===== src/rtl/queue_pkg.sv =====
// Shared types for the queue burst reader: FSM state encoding and skid depth.
package queue_pkg;

  typedef enum logic [1:0] {
    IDLE  = 2'd0,
    PULL  = 2'd1,
    DRAIN = 2'd2,
    DONE  = 2'd3
  } burst_state_t;

  localparam int SKID_DEPTH = 2;

endpackage


===== src/rtl/skid_buffer.sv =====
// Two-entry skid stage. inREQ comes straight from a flop, so there is no
// combinational path from either handshake back to the upstream ready.
module skid_buffer
  import queue_pkg::*;
#(
  parameter int BitWidth = 32
) (
  input  logic                clk,
  input  logic                rst,
  input  logic                inACK,
  output logic                inREQ,
  input  logic [BitWidth-1:0] dIN,
  output logic                outACK,
  input  logic                outREQ,
  output logic [BitWidth-1:0] dOUT
);

  logic [BitWidth-1:0] r_mem [SKID_DEPTH];
  logic                r_wrPtr;
  logic                r_rdPtr;
  logic [1:0]          r_count;
  logic                r_inReq;

  logic                w_push;
  logic                w_pop;
  logic [1:0]          w_nextCount;

  assign w_push = inACK && r_inReq;
  assign w_pop  = outREQ && (r_count != 2'd0);

  assign inREQ  = r_inReq;
  assign outACK = (r_count != 2'd0);
  assign dOUT   = r_mem[r_rdPtr];

  always_comb begin
    w_nextCount = r_count;
    if (w_push && !w_pop) begin
      w_nextCount = r_count + 2'd1;
    end else if (!w_push && w_pop) begin
      w_nextCount = r_count - 2'd1;
    end
  end

  // Ready for the next cycle is decided now from the occupancy we are about to hold.
  always_ff @(posedge clk) begin
    if (!rst) begin
      for (int i = 0; i < SKID_DEPTH; i++) begin
        r_mem[i] <= '0;
      end
      r_wrPtr <= 1'b0;
      r_rdPtr <= 1'b0;
      r_count <= 2'd0;
      r_inReq <= 1'b1;
    end else begin
      if (w_push) begin
        r_mem[r_wrPtr] <= dIN;
        r_wrPtr        <= ~r_wrPtr;
      end
      if (w_pop) begin
        r_rdPtr <= ~r_rdPtr;
      end
      r_count <= w_nextCount;
      r_inReq <= (w_nextCount != 2'(SKID_DEPTH));
    end
  end

endmodule


===== src/rtl/queue_burst_reader.sv =====
// Pulls a commanded number of words from an upstream queue and forwards them
// through a skid stage, flagging the final word and pulsing BurstDone afterwards.
module queue_burst_reader
  import queue_pkg::*;
#(
  parameter int BitWidth = 32,
  parameter int LenWidth = 8
) (
  input  logic                clk,
  input  logic                rst,
  output logic                cmdREQ,
  input  logic                cmdACK,
  input  logic [LenWidth-1:0] cmdLen,
  output logic                qREQ,
  input  logic                qACK,
  input  logic [BitWidth-1:0] qDIN,
  output logic                dOutACK,
  input  logic                dOutREQ,
  output logic [BitWidth-1:0] dOUT,
  output logic                dOutLast,
  output logic                Busy,
  output logic                BurstDone,
  output logic [LenWidth-1:0] WordsLeft
);

  burst_state_t        r_state;
  logic [LenWidth-1:0] r_pullLeft;
  logic [LenWidth-1:0] r_wordsLeft;

  logic                w_skidInReq;
  logic                w_push;
  logic                w_pop;

  assign qREQ      = (r_state == PULL) && (r_pullLeft != '0) && w_skidInReq;
  assign w_push    = qREQ && qACK;
  assign w_pop     = dOutACK && dOutREQ;

  assign cmdREQ    = (r_state == IDLE);
  assign Busy      = (r_state != IDLE);
  assign BurstDone = (r_state == DONE);
  assign dOutLast  = dOutACK && (r_wordsLeft == LenWidth'(1));
  assign WordsLeft = r_wordsLeft;

  skid_buffer #(
    .BitWidth(BitWidth)
  ) u_skid (
    .clk    (clk),
    .rst    (rst),
    .inACK  (w_push),
    .inREQ  (w_skidInReq),
    .dIN    (qDIN),
    .outACK (dOutACK),
    .outREQ (dOutREQ),
    .dOUT   (dOUT)
  );

  // Counter decrements come first so a command load in IDLE takes precedence.
  always_ff @(posedge clk) begin
    if (!rst) begin
      r_state     <= IDLE;
      r_pullLeft  <= '0;
      r_wordsLeft <= '0;
    end else begin
      if (w_push) begin
        r_pullLeft <= r_pullLeft - LenWidth'(1);
      end
      if (w_pop) begin
        r_wordsLeft <= r_wordsLeft - LenWidth'(1);
      end

      case (r_state)
        IDLE: begin
          if (cmdACK) begin
            if (cmdLen != '0) begin
              r_state     <= PULL;
              r_pullLeft  <= cmdLen;
              r_wordsLeft <= cmdLen;
            end else begin
              r_state <= DONE;
            end
          end
        end
        PULL: begin
          if (w_push && (r_pullLeft == LenWidth'(1))) begin
            r_state <= DRAIN;
          end
        end
        DRAIN: begin
          if (w_pop && (r_wordsLeft == LenWidth'(1))) begin
            r_state <= DONE;
          end
        end
        DONE: begin
          r_state <= IDLE;
        end
      endcase
    end
  end

endmodule

===== config.mk =====
export PLATFORM = sky130hd
export DESIGN_NAME = queue_burst_reader
export DESIGN_NICKNAME = d
export VERILOG_FILES = /design/src/rtl/queue_pkg.sv /design/src/rtl/skid_buffer.sv /design/src/rtl/queue_burst_reader.sv
export SDC_FILE = /design/constraint.sdc
export NUM_CORES = 1
export LEC_CHECK = 0
export ABC_AREA = 0
export CAP_MARGIN = 20
export CORE_AREA = 8 8 129 131
export CTS_CLUSTER_SIZE = 25
export DETAILED_ROUTE_END_ITERATION = 6
export DIE_AREA = 0 0 137 139
export PLACE_DENSITY = 0.53
export SLEW_MARGIN = 20
export SYNTH_ARGS = -nofsm -noshare
export SYNTH_HDL_FRONTEND = slang
export SYNTH_SLANG_ARGS = --single-unit
export TNS_END_PERCENT = 20

===== constraint.sdc =====
create_clock -name clk -period 10.05 [get_ports clk]
set_clock_uncertainty 0.15 [all_clocks]
set_input_delay 1.5075 -clock clk [delete_from_list [all_inputs] [get_ports clk]]
set_output_delay 1.5075 -clock clk [all_outputs]
set_load 0.01 [all_outputs]

==> flow_metrics.py, run 1 <==
metrics = {
    "status": {
        "status": "completed",
    },
    "clock_tree": {
        "post_cts_buffers": 0,
        "cts_buffer_depth": 2,
        "ctsResizeCount": 0,
        "htreeDepth": 3,
        "clock-sinks": 88,
        "tritoncts": "yes",
        "worstSkewPairLatency_ps": 340,
        "clk_pin_slew_worst_paths_ps": 70,
        "cts-root-buf": "clkbuf_16",
        "holdBufCountCts": 0,
        "cts_buffers": 9,
    },
    "die": {
        "start_util": 0.2909,
        "die_h_um": 139,
        "coreArea_mm2": 0.01475,
        "dieArea_mm2": 0.01904,
        "std_cell_rows": 45,
        "io_pins": 91,
        "die_w_um": 137,
    },
    "logic_synthesis": {
        "ys_warn_count": 0,
        "syn-cell-area_mm2": 0.004292,
        "syn-instance-count": 342,
        "synth_fp_nets": 396,
        "seq_area_frac_synth": 0.5598,
        "synth.distinct_cells": 51,
        "synth_ff_type": "edfxtp_1",
        "synth_edf_count": 64,
        "synthArstFlopShare": 0,
        "synth_area_per_cell_um2": 12.55,
        "ys_ff_latch": 88,
    },
    "cells_and_area": {
        "final_layout_size_suffix_gt1_frac": 0.1991,
        "mostFrequentLayoutCells": "90 x clkdlybuf4s50_1, 64 x edfxtp_1, 42 x and2_1",
        "n_fill_cell": 1433,
        "finalNetCount": 481,
        "area_delta_synth_final_pct": 33.00,
        "multiInputGateArea_mm2": 0.001762,
        "n_antenna_cell": 0,
        "utilization": 0.3869,
        "fin_area_mm2": 0.005708,
        "layout_commonest_cell": "clkdlybuf4s50_1",
        "instances_no_fill": 620,
        "seq_area_mm2": 0.002404,
    },
    "critical_path": {
        "worstSetupPathType": "in2reg",
        "cp-start-kind": "input pin",
        "slowest_stage": "nand2b_2",
        "cp.required_ps": 9870,
        "r2r_end": "u_skid.r_mem[1][28]$_SDFFCE_PN0P_",
        "cp-end-kind": "register",
        "r2r_cells": 6,
        "crit_path_max_incr_delay_ps": 740,
        "path_delay_family": "simple AND/OR/NAND/NOR gates",
        "r2r-start": "r_pullLeft[1]$_SDFF_PN0_",
        "r2r_setup_slack_ps": 7030,
        "cp.arrival_ps": 3740,
        "path_cells": "clkdlybuf4s50_1, and3_1, o21a_4, and3_4, nand2b_2",
        "path_buf_inv": 1,
        "worstPathMaxFanout": 33,
    },
    "drt": {
        "vias": 2897,
        "vias_per_cell": 4.673,
        "top_layer_used": "met4",
        "m1WireLength_um": 4378,
        "wl_met3_um": 786,
        "firstDrtPassIters": 4,
        "drt_wl_total_um": 9983,
        "routedWlPerCell_um": 16.10,
        "first_iter_violations": 167,
        "met2WireLength_um": 4628,
        "postRouteAntennaNets": 0,
        "drc_errors": 0,
    },
    "global_route": {
        "grt_pass1_wl_um": 15550,
        "grt_use_total": 0.1058,
        "antenna_found_initial": 0,
        "grt-ovfl-total": 0,
        "grt_pass1_vias": 2951,
        "grt_max_degree": 34,
    },
    "timing": {
        "relSlewSlack": 0.4524,
        "hold_violations": 0,
        "fin_hold_ws_ps": 347.4,
        "setup_violations": 0,
        "slew_violations": 0,
        "fin_ws_ps": 6127,
        "worstMarginPinSlew_ps": 821.5,
        "min_period_ps": 3923,
        "fmax_ghz": 0.2549,
        "final.period_utilization": 0.3904,
        "fin_tns_setup_ps": 0,
        "grt_setup_unrepaired": "false",
    },
    "placement": {
        "gp_congestion": 0.8307,
        "dp.cells": 603,
        "port-buffer-count": 90,
        "dpl_cell_area_mm2": 0.005376,
        "dp_hpwl_um": 7009,
        "dpl_worst_slack_ps": 5696,
    },
    "pwr": {
        "ir_drop_mv": 0.1095,
        "powerDensity_mw_per_mm2": 228.1,
        "total_leakage_power_nw": 2.081,
        "power_mw": 1.302,
    },
    "hold_path": {
        "hold_depth": 2,
        "hold_start": "u_skid.r_count[0]$_SDFF_PN0_",
        "hold_end": "u_skid.r_count[0]$_SDFF_PN0_",
        "worst_hold_path_type": "reg2reg",
    },
    "job": {
        "max-cap-violations": 0,
    },
}
## kinds of logic (layout without fill, tap and decap cells)
logic type                 Yosys count  after routing  synth area share
xor gates and xnor gates            14             14           0.02857
and+or+nand+nor                    119            119            0.1831
muxes                               35             35           0.09096
AOI/OAI and AO/OA                   43             43           0.07464
buffers and inverters               33            123           0.03440
DFF                                 88             88            0.5598
adders and majority gates           10             10           0.02857
## worst register-to-register path, stage by stage (launching register included)
cell	delay (ps)
dfxtp_1	310
inv_1	90
ha_1	220
or4b_1	590
o21a_4	280
and3_4	290
nand2b_2	630
## report_power, final
group          switching [mW]  internal, mW  total [mW]
combinational           0.215         0.243       0.458
sequential             0.0527         0.447       0.500
clock                   0.148         0.196       0.344
total                   0.416         0.886        1.30
## cells in the mapped netlist (all sizes together) (2+ instances only)
| cell type | instances | area (um^2) |
|---|---|---|
| nor2 | 4 | 15.01 |
| edfxtp | 64 | 1922 |
| nand3b | 2 | 15.01 |
| inv | 14 | 52.55 |
| nor4 | 4 | 25.02 |
| buf | 8 | 53.79 |
| nand4 | 2 | 12.51 |
| nor3b | 2 | 20.02 |
| and2 | 68 | 490.5 |
| a211o | 2 | 17.52 |
| o2111ai | 3 | 26.28 |
| o21ai | 14 | 81.33 |
| nand2b | 3 | 18.77 |
| clkbuf | 11 | 41.29 |
| a21boi | 3 | 22.52 |
| nand3 | 3 | 15.01 |
| and3 | 4 | 30.03 |
| a32oi | 2 | 17.52 |
| ha | 9 | 112.6 |
| xnor2 | 9 | 78.83 |
| o211ai | 6 | 45.04 |
| a21oi | 3 | 15.01 |
| nor3 | 3 | 15.01 |
| nand2 | 13 | 48.80 |
| nor2b | 4 | 25.02 |
| dfxtp | 24 | 480.5 |
| mux2 | 32 | 360.4 |
| mux2i | 3 | 30.03 |
| xor2 | 5 | 43.79 |
| or3 | 3 | 18.77 |
## state kept, by name (all words and copies together), names as in the netlist, named ones only
register and count:
u_skid.r_mem 64, WordsLeft 8, r_pullLeft 8, r_state 2, u_skid.r_count 2, u_skid.inREQ 1
u_skid.r_rdPtr 1, u_skid.r_wrPtr 1
## layer usage
layer | global-route usage | up-vias
met5 | 0 | -
met4 | 0.05378 | 0
met3 | 0.03080 | 14
met2 | 0.1611 | 95
met1 | 0.1324 | 1394
li1 | - | 1394
## worst max-delay path by stage
stage               startpoint                           endpoint  slack [ps]  cells after the start
detailed placement        qACK  u_skid.r_mem[1][15]$_SDFFCE_PN0P_        5700                      5
floorplan                 qACK   u_skid.r_mem[0][0]$_SDFFCE_PN0P_        5110                      4
finish                    qACK  u_skid.r_mem[1][28]$_SDFFCE_PN0P_        6130                      5
CTS                       qACK  u_skid.r_mem[1][28]$_SDFFCE_PN0P_        6080                      5
global placement          qACK  u_skid.r_mem[1][15]$_SDFFCE_PN0P_        5720                      5
global route              qACK  u_skid.r_mem[1][28]$_SDFFCE_PN0P_        5980                      5
## cell type report
class / instances / area share
flip-flops and latches: 88 / 0.4211
multi-input cells: 221 / 0.3086
repair buffers: 93 / 0.1666
well taps: 188 / 0.04121
clock buffers: 9 / 0.03946
clock inverters: 7 / 0.01381
inverters: 14 / 0.009206
(Power assumes the default switching activity.)
==> inputs of run 2 (changes only) <==
- PLACE_DENSITY: 0.53 -> 0.55
- clock period: 10.05 -> 3.4 ns (I/O delays scaled with it)
==> run 2 against run 1 <==
Effect of this change: design area shrank 0.66%; largest power group unchanged; sequential cell count is the same; sequential power grew to 2.9 times the previous value; setup slack lost 5600 ps; worst hold slack lost 8.1 ps; highest routed layer unchanged; via count shrank 0.83%.
==> flow_metrics.py, run 2 (same netlist as run 1, synthesis figures left out) <==
metrics = {
    "status": {
        "status": "completed",
    },
    "pwr": {
        "powerDensity_mw_per_mm2": 657.9,
        "swShare": 0.3210,
        "total_leakage_power_nw": 2.065,
        "power_frac_comb": 0.375,
        "pwr-share-clk": 0.242,
        "ir_drop_mv": 0.3453,
        "p_int_mw": 2.533,
        "seq_power_share": 0.384,
        "p_sw_mw": 1.197,
    },
    "die": {
        "dieArea_mm2": 0.01904,
        "coreArea_mm2": 0.01475,
        "die_w_um": 137,
        "io_pins": 91,
        "std_cell_rows": 45,
        "start_util": 0.2909,
        "die_h_um": 139,
    },
    "cells_and_area": {
        "mostFrequentLayoutCells": "90 x clkdlybuf4s50_1, 64 x edfxtp_1, 42 x and2_1",
        "largest_reg_flops": 64,
        "n_fill_cell": 1419,
        "final_layout_size_suffix_gt1_frac": 0.1977,
        "utilization": 0.3844,
        "n_antenna_cell": 0,
        "finalNetCount": 484,
        "area_delta_synth_final_pct": 32.13,
        "layout_commonest_cell": "clkdlybuf4s50_1",
        "max_flop_register": "u_skid.r_mem",
    },
    "placement": {
        "dp_hpwl_um": 6788,
        "port-buffer-count": 90,
        "gp_congestion": 0.8352,
    },
    "timing": {
        "fin_tns_setup_ps": 0,
        "min_period_ps": 2870,
        "relSlewSlack": 0.4765,
        "worstMarginPinSlew_ps": 774.3,
        "slew_violations": 0,
        "setup_violations": 0,
        "final.period_utilization": 0.8442,
        "fmax_ghz": 0.3484,
        "hold_violations": 0,
        "grt_setup_unrepaired": "false",
    },
    "critical_path": {
        "worstSetupPathType": "reg2out",
        "slowest_stage": "clkdlybuf4s50_1",
        "r2r_end": "u_skid.r_mem[1][28]$_SDFFCE_PN0P_",
        "cp.arrival_ps": 2210,
        "r2r-start": "r_pullLeft[0]$_SDFF_PN0_",
        "path_buf_inv": 1,
        "cp-end-kind": "output pin",
        "r2r_setup_slack_ps": 840,
        "path_delay_family": "simple AND/OR/NAND/NOR gates",
        "crit_path_max_incr_delay_ps": 620,
        "worstPathMaxFanout": 4,
        "cp.required_ps": 2740,
        "path_cells": "or4_4, nor4_1, clkdlybuf4s50_1",
        "cp-start-kind": "register",
        "r2r_cells": 7,
    },
    "global_route": {
        "grt_max_degree": 33,
        "grt_pass1_wl_um": 15570,
        "antenna_found_initial": 0,
        "grt_pass1_vias": 3013,
        "grt-ovfl-total": 0,
        "grt_use_total": 0.1041,
    },
    "drt": {
        "vias": 2873,
        "first_iter_violations": 161,
        "routedWlPerCell_um": 15.75,
        "drc_errors": 0,
        "drt_wl_total_um": 9810,
        "vias_per_cell": 4.612,
        "postRouteAntennaNets": 0,
        "firstDrtPassIters": 4,
    },
    "clock_tree": {
        "cts_buffer_depth": 2,
        "holdBufCountCts": 0,
        "worstSkewPairLatency_ps": 330,
        "cts_buffers": 9,
        "clock-sinks": 88,
        "post_cts_buffers": 0,
        "ctsResizeCount": 0,
        "htreeDepth": 3,
        "clk_pin_slew_worst_paths_ps": 60,
        "tritoncts": "yes",
        "cts-root-buf": "clkbuf_16",
    },
    "hold_path": {
        "hold_end": "u_skid.r_count[0]$_SDFF_PN0_",
        "hold_start": "u_skid.r_count[0]$_SDFF_PN0_",
        "worst_hold_path_type": "reg2reg",
        "hold_depth": 2,
    },
    "job": {
        "max-cap-violations": 0,
    },
}
## run 2: layout make-up
class                      count  area [um^2]  share of cell area
clock buffer                  10        229.0             0.04038
clock inverter                 6        43.79            0.007723
inverter                      14        52.55            0.009267
multi-input combinational    221         1762              0.3107
sequential                    88         2402              0.4237
tap                          188        235.2             0.04148
timing repair buffer          96        945.9              0.1668
## run 2: worst max path at each step
stage / slack, ps / to / cells past startpoint / start
finish: 530 / dOutLast / 3 / WordsLeft[4]$_SDFF_PN0_
floorplan: 230 / u_skid.r_mem[0][0]$_SDFFCE_PN0P_ / 6 / r_state[1]$_SDFFE_PN0P_
global placement: 640 / u_skid.r_mem[1][15]$_SDFFCE_PN0P_ / 6 / qACK
global route: 470 / dOutLast / 3 / WordsLeft[4]$_SDFF_PN0_
CTS: 500 / dOutLast / 3 / WordsLeft[4]$_SDFF_PN0_
detailed placement: 630 / u_skid.r_mem[1][15]$_SDFFCE_PN0P_ / 6 / qACK
## run 2: worst register-to-register path: stages, from the launching register on
cell and delay, ps:
dfxtp_1 350, inv_1 70, ha_1 210, or4b_1 600, o21a_4 280, and3_4 180
nand2b_2 160, buf_4 270
## run 2: per-stage QoR
stage | hold WS, ps | total power [mW] | instances | instance area [um^2] | worst slack, ps
after global routing | 381.2 | 3.972 | 623 | 5670 | 469.2
after detailed placement | 337.6 | 2.862 | 607 | 5398 | 629.0
after CTS | 346.5 | 3.796 | 623 | 5670 | 501.9
after floorplan | 311.1 | 2.271 | 342 | 4292 | 227.5
final | 339.2 | 3.731 | 623 | 5670 | 529.7
after global placement | 323.3 | 2.846 | 607 | 5398 | 635.3
## run 2: power groups by stage
| stage | sequential, mW | clock, mW | combinational [mW] |
|---|---|---|---|
| after floorplan | 1.44 | 0 | 0.834 |
| after global placement | 1.45 | 0 | 1.40 |
| after detailed placement | 1.45 | 0 | 1.41 |
| after CTS | 1.43 | 0.943 | 1.42 |
| after global routing | 1.45 | 0.982 | 1.54 |
| final | 1.43 | 0.902 | 1.40 |
## run 2: layer usage
metal	wire length [um]	global-route usage	vias to the layer above
met5	0	0	-
met4	116	0.02403	0
met3	733	0.03804	12
met2	4534	0.1642	83
met1	4424	0.1318	1378
li1	-	-	1400
==> inputs of run 3 (changes only) <==
- clock period: 3.4 -> 2.6 ns (I/O delays scaled with it)
==> run 3 against run 2 <==
Effect of this change: worst hold slack improved by 1.7 ps; highest routed layer unchanged; combinational power rose by 39%; sequential cell count did not move; cell count rose by 1.4%; sequential share of layout area fell by 0.85 points; clock power rose by 36%; non-clock buffer count rose by 9; sequential power rose by 31%; die area did not move.
==> flow_metrics.py, run 3 (same netlist as run 1, synthesis figures left out) <==
metrics = {
    "cells_and_area": {
        "largest_reg_flops": 64,
        "mostFrequentLayoutCells": "89 x clkdlybuf4s50_1, 64 x edfxtp_1, 42 x and2_1",
        "max_flop_register": "u_skid.r_mem",
        "finalNetCount": 493,
        "area_delta_synth_final_pct": 34.90,
        "multiInputGateArea_mm2": 0.001765,
        "layout_commonest_cell": "clkdlybuf4s50_1",
        "seq_area_mm2": 0.002404,
        "n_fill_cell": 1413,
        "n_antenna_cell": 0,
        "final_layout_size_suffix_gt1_frac": 0.2207,
        "instances_no_fill": 632,
    },
    "drt": {
        "firstDrtPassIters": 4,
        "drc_errors": 0,
        "vias": 2943,
        "routedWlPerCell_um": 16.13,
        "vias_per_cell": 4.657,
        "first_iter_violations": 185,
        "drt_wl_total_um": 10200,
        "postRouteAntennaNets": 0,
    },
    "global_route": {
        "grt_pass1_vias": 3116,
        "antenna_found_initial": 0,
        "grt_use_total": 0.1107,
        "grt-ovfl-total": 0,
        "grt_max_degree": 33,
        "grt_pass1_wl_um": 16310,
    },
    "critical_path": {
        "r2r_end": "u_skid.r_mem[1][1]$_SDFFCE_PN0P_",
        "r2r-start": "r_pullLeft[1]$_SDFF_PN0_",
        "r2r_setup_slack_ps": 170,
        "cp-end-kind": "output pin",
        "r2r_cells": 7,
        "endpoint": "dOUT[29]",
        "cp.arrival_ps": 1910,
        "worstPathMaxFanout": 25,
        "worstSetupPathType": "reg2out",
        "cp-start-kind": "register",
        "cp.required_ps": 2060,
    },
    "pwr": {
        "total_leakage_power_nw": 2.136,
        "powerDensity_mw_per_mm2": 872.2,
        "ir_drop_mv": 0.4446,
    },
    "clock_tree": {
        "cts_buffers": 9,
        "tritoncts": "yes",
        "clock-sinks": 88,
        "cts-root-buf": "clkbuf_16",
        "holdBufCountCts": 0,
        "cts_buffer_depth": 2,
        "htreeDepth": 3,
        "post_cts_buffers": 0,
        "clk_pin_slew_worst_paths_ps": 70,
        "worstSkewPairLatency_ps": 340,
    },
    "timing": {
        "fin_hold_ws_ps": 340.9,
        "relSlewSlack": 0.5286,
        "min_period_ps": 2446,
        "slew_violations": 0,
        "worstMarginPinSlew_ps": 706.3,
        "fmax_ghz": 0.4089,
        "setup_violations": 0,
        "grt_setup_unrepaired": "false",
        "final.period_utilization": 0.9407,
        "hold_violations": 0,
    },
    "placement": {
        "dp_hpwl_um": 7214,
        "port-buffer-count": 90,
        "gp_congestion": 0.8295,
        "dp.cells": 616,
    },
    "job": {
        "max-cap-violations": 0,
    },
    "die": {
        "coreArea_mm2": 0.01475,
        "die_h_um": 139,
        "die_w_um": 137,
        "start_util": 0.2909,
        "dieArea_mm2": 0.01904,
        "io_pins": 91,
        "std_cell_rows": 45,
    },
    "hold_path": {
        "worst_hold_path_type": "reg2reg",
    },
    "status": {
        "status": "completed",
    },
}
-- run 3: repair_timing --
item | CTS | global route
setup endpoints to repair | 1 | 25
endpoints found under the hold margin | 0 | 0
gates resized for setup | 1 | 1
-- run 3: critical path: stages (launching register included) --
cell and delay, ps:
dfxtp_2 470, buf_12 230, mux2_2 370, clkdlybuf4s50_1 490
-- run 3: where the power goes --
| group | internal [mW] | total [mW] | leakage, nW | switching [mW] |
|---|---|---|---|---|
| Sequential | 1.73 | 1.88 | 0.861 | 0.150 |
| Combinational | 1.03 | 1.95 | 1.14 | 0.914 |
| Clock | 0.661 | 1.23 | 0.132 | 0.565 |
-- run 3: final cells by class --
type                            instances  share of cell area
Sequential cell                        88              0.4152
Clock inverter                          6            0.008645
Tap cell                              188             0.04063
Multi-Input combinational cell        221              0.3049
Timing Repair Buffer                  105              0.1820
Inverter                               14            0.009077
Clock buffer                           10             0.03955
-- run 3: stage by stage --
stage	util	area (um^2)	total power, mW	setup slack [ps]	setup TNS [ps]
after floorplan	-	4295	2.970	-226.5	-7247
after global placement	0.3726	5497	3.831	-137.5	-4352
after detailed placement	0.3734	5508	3.862	10.88	0
after CTS	0.3922	5786	5.113	51.40	0
after global routing	0.3925	5789	5.380	56.29	0
final	0.3925	5789	5.049	154.2	0
-- run 3: how the worst min path moves through the flow --
stage	from	to	depth (start not counted)
after detailed placement	u_skid.r_count[0]$_SDFF_PN0_	u_skid.r_count[0]$_SDFF_PN0_	2
final	u_skid.r_count[0]$_SDFF_PN0_	u_skid.r_count[0]$_SDFF_PN0_	2
after floorplan	u_skid.r_count[0]$_SDFF_PN0_	u_skid.r_count[0]$_SDFF_PN0_	2
after global placement	u_skid.r_count[0]$_SDFF_PN0_	u_skid.r_count[0]$_SDFF_PN0_	2
after CTS	u_skid.r_count[0]$_SDFF_PN0_	u_skid.r_count[0]$_SDFF_PN0_	2
after global routing	u_skid.r_count[0]$_SDFF_PN0_	u_skid.r_count[0]$_SDFF_PN0_	2
-- run 3: metal layers --
layer / up-vias / track usage / wire, um
li1: 1422 / - / -
met3: 11 / 0.03587 / 747
met1: 1421 / 0.1364 / 4556
met4: 0 / 0.04577 / 158
met5: - / 0 / 0
met2: 89 / 0.1732 / 4734
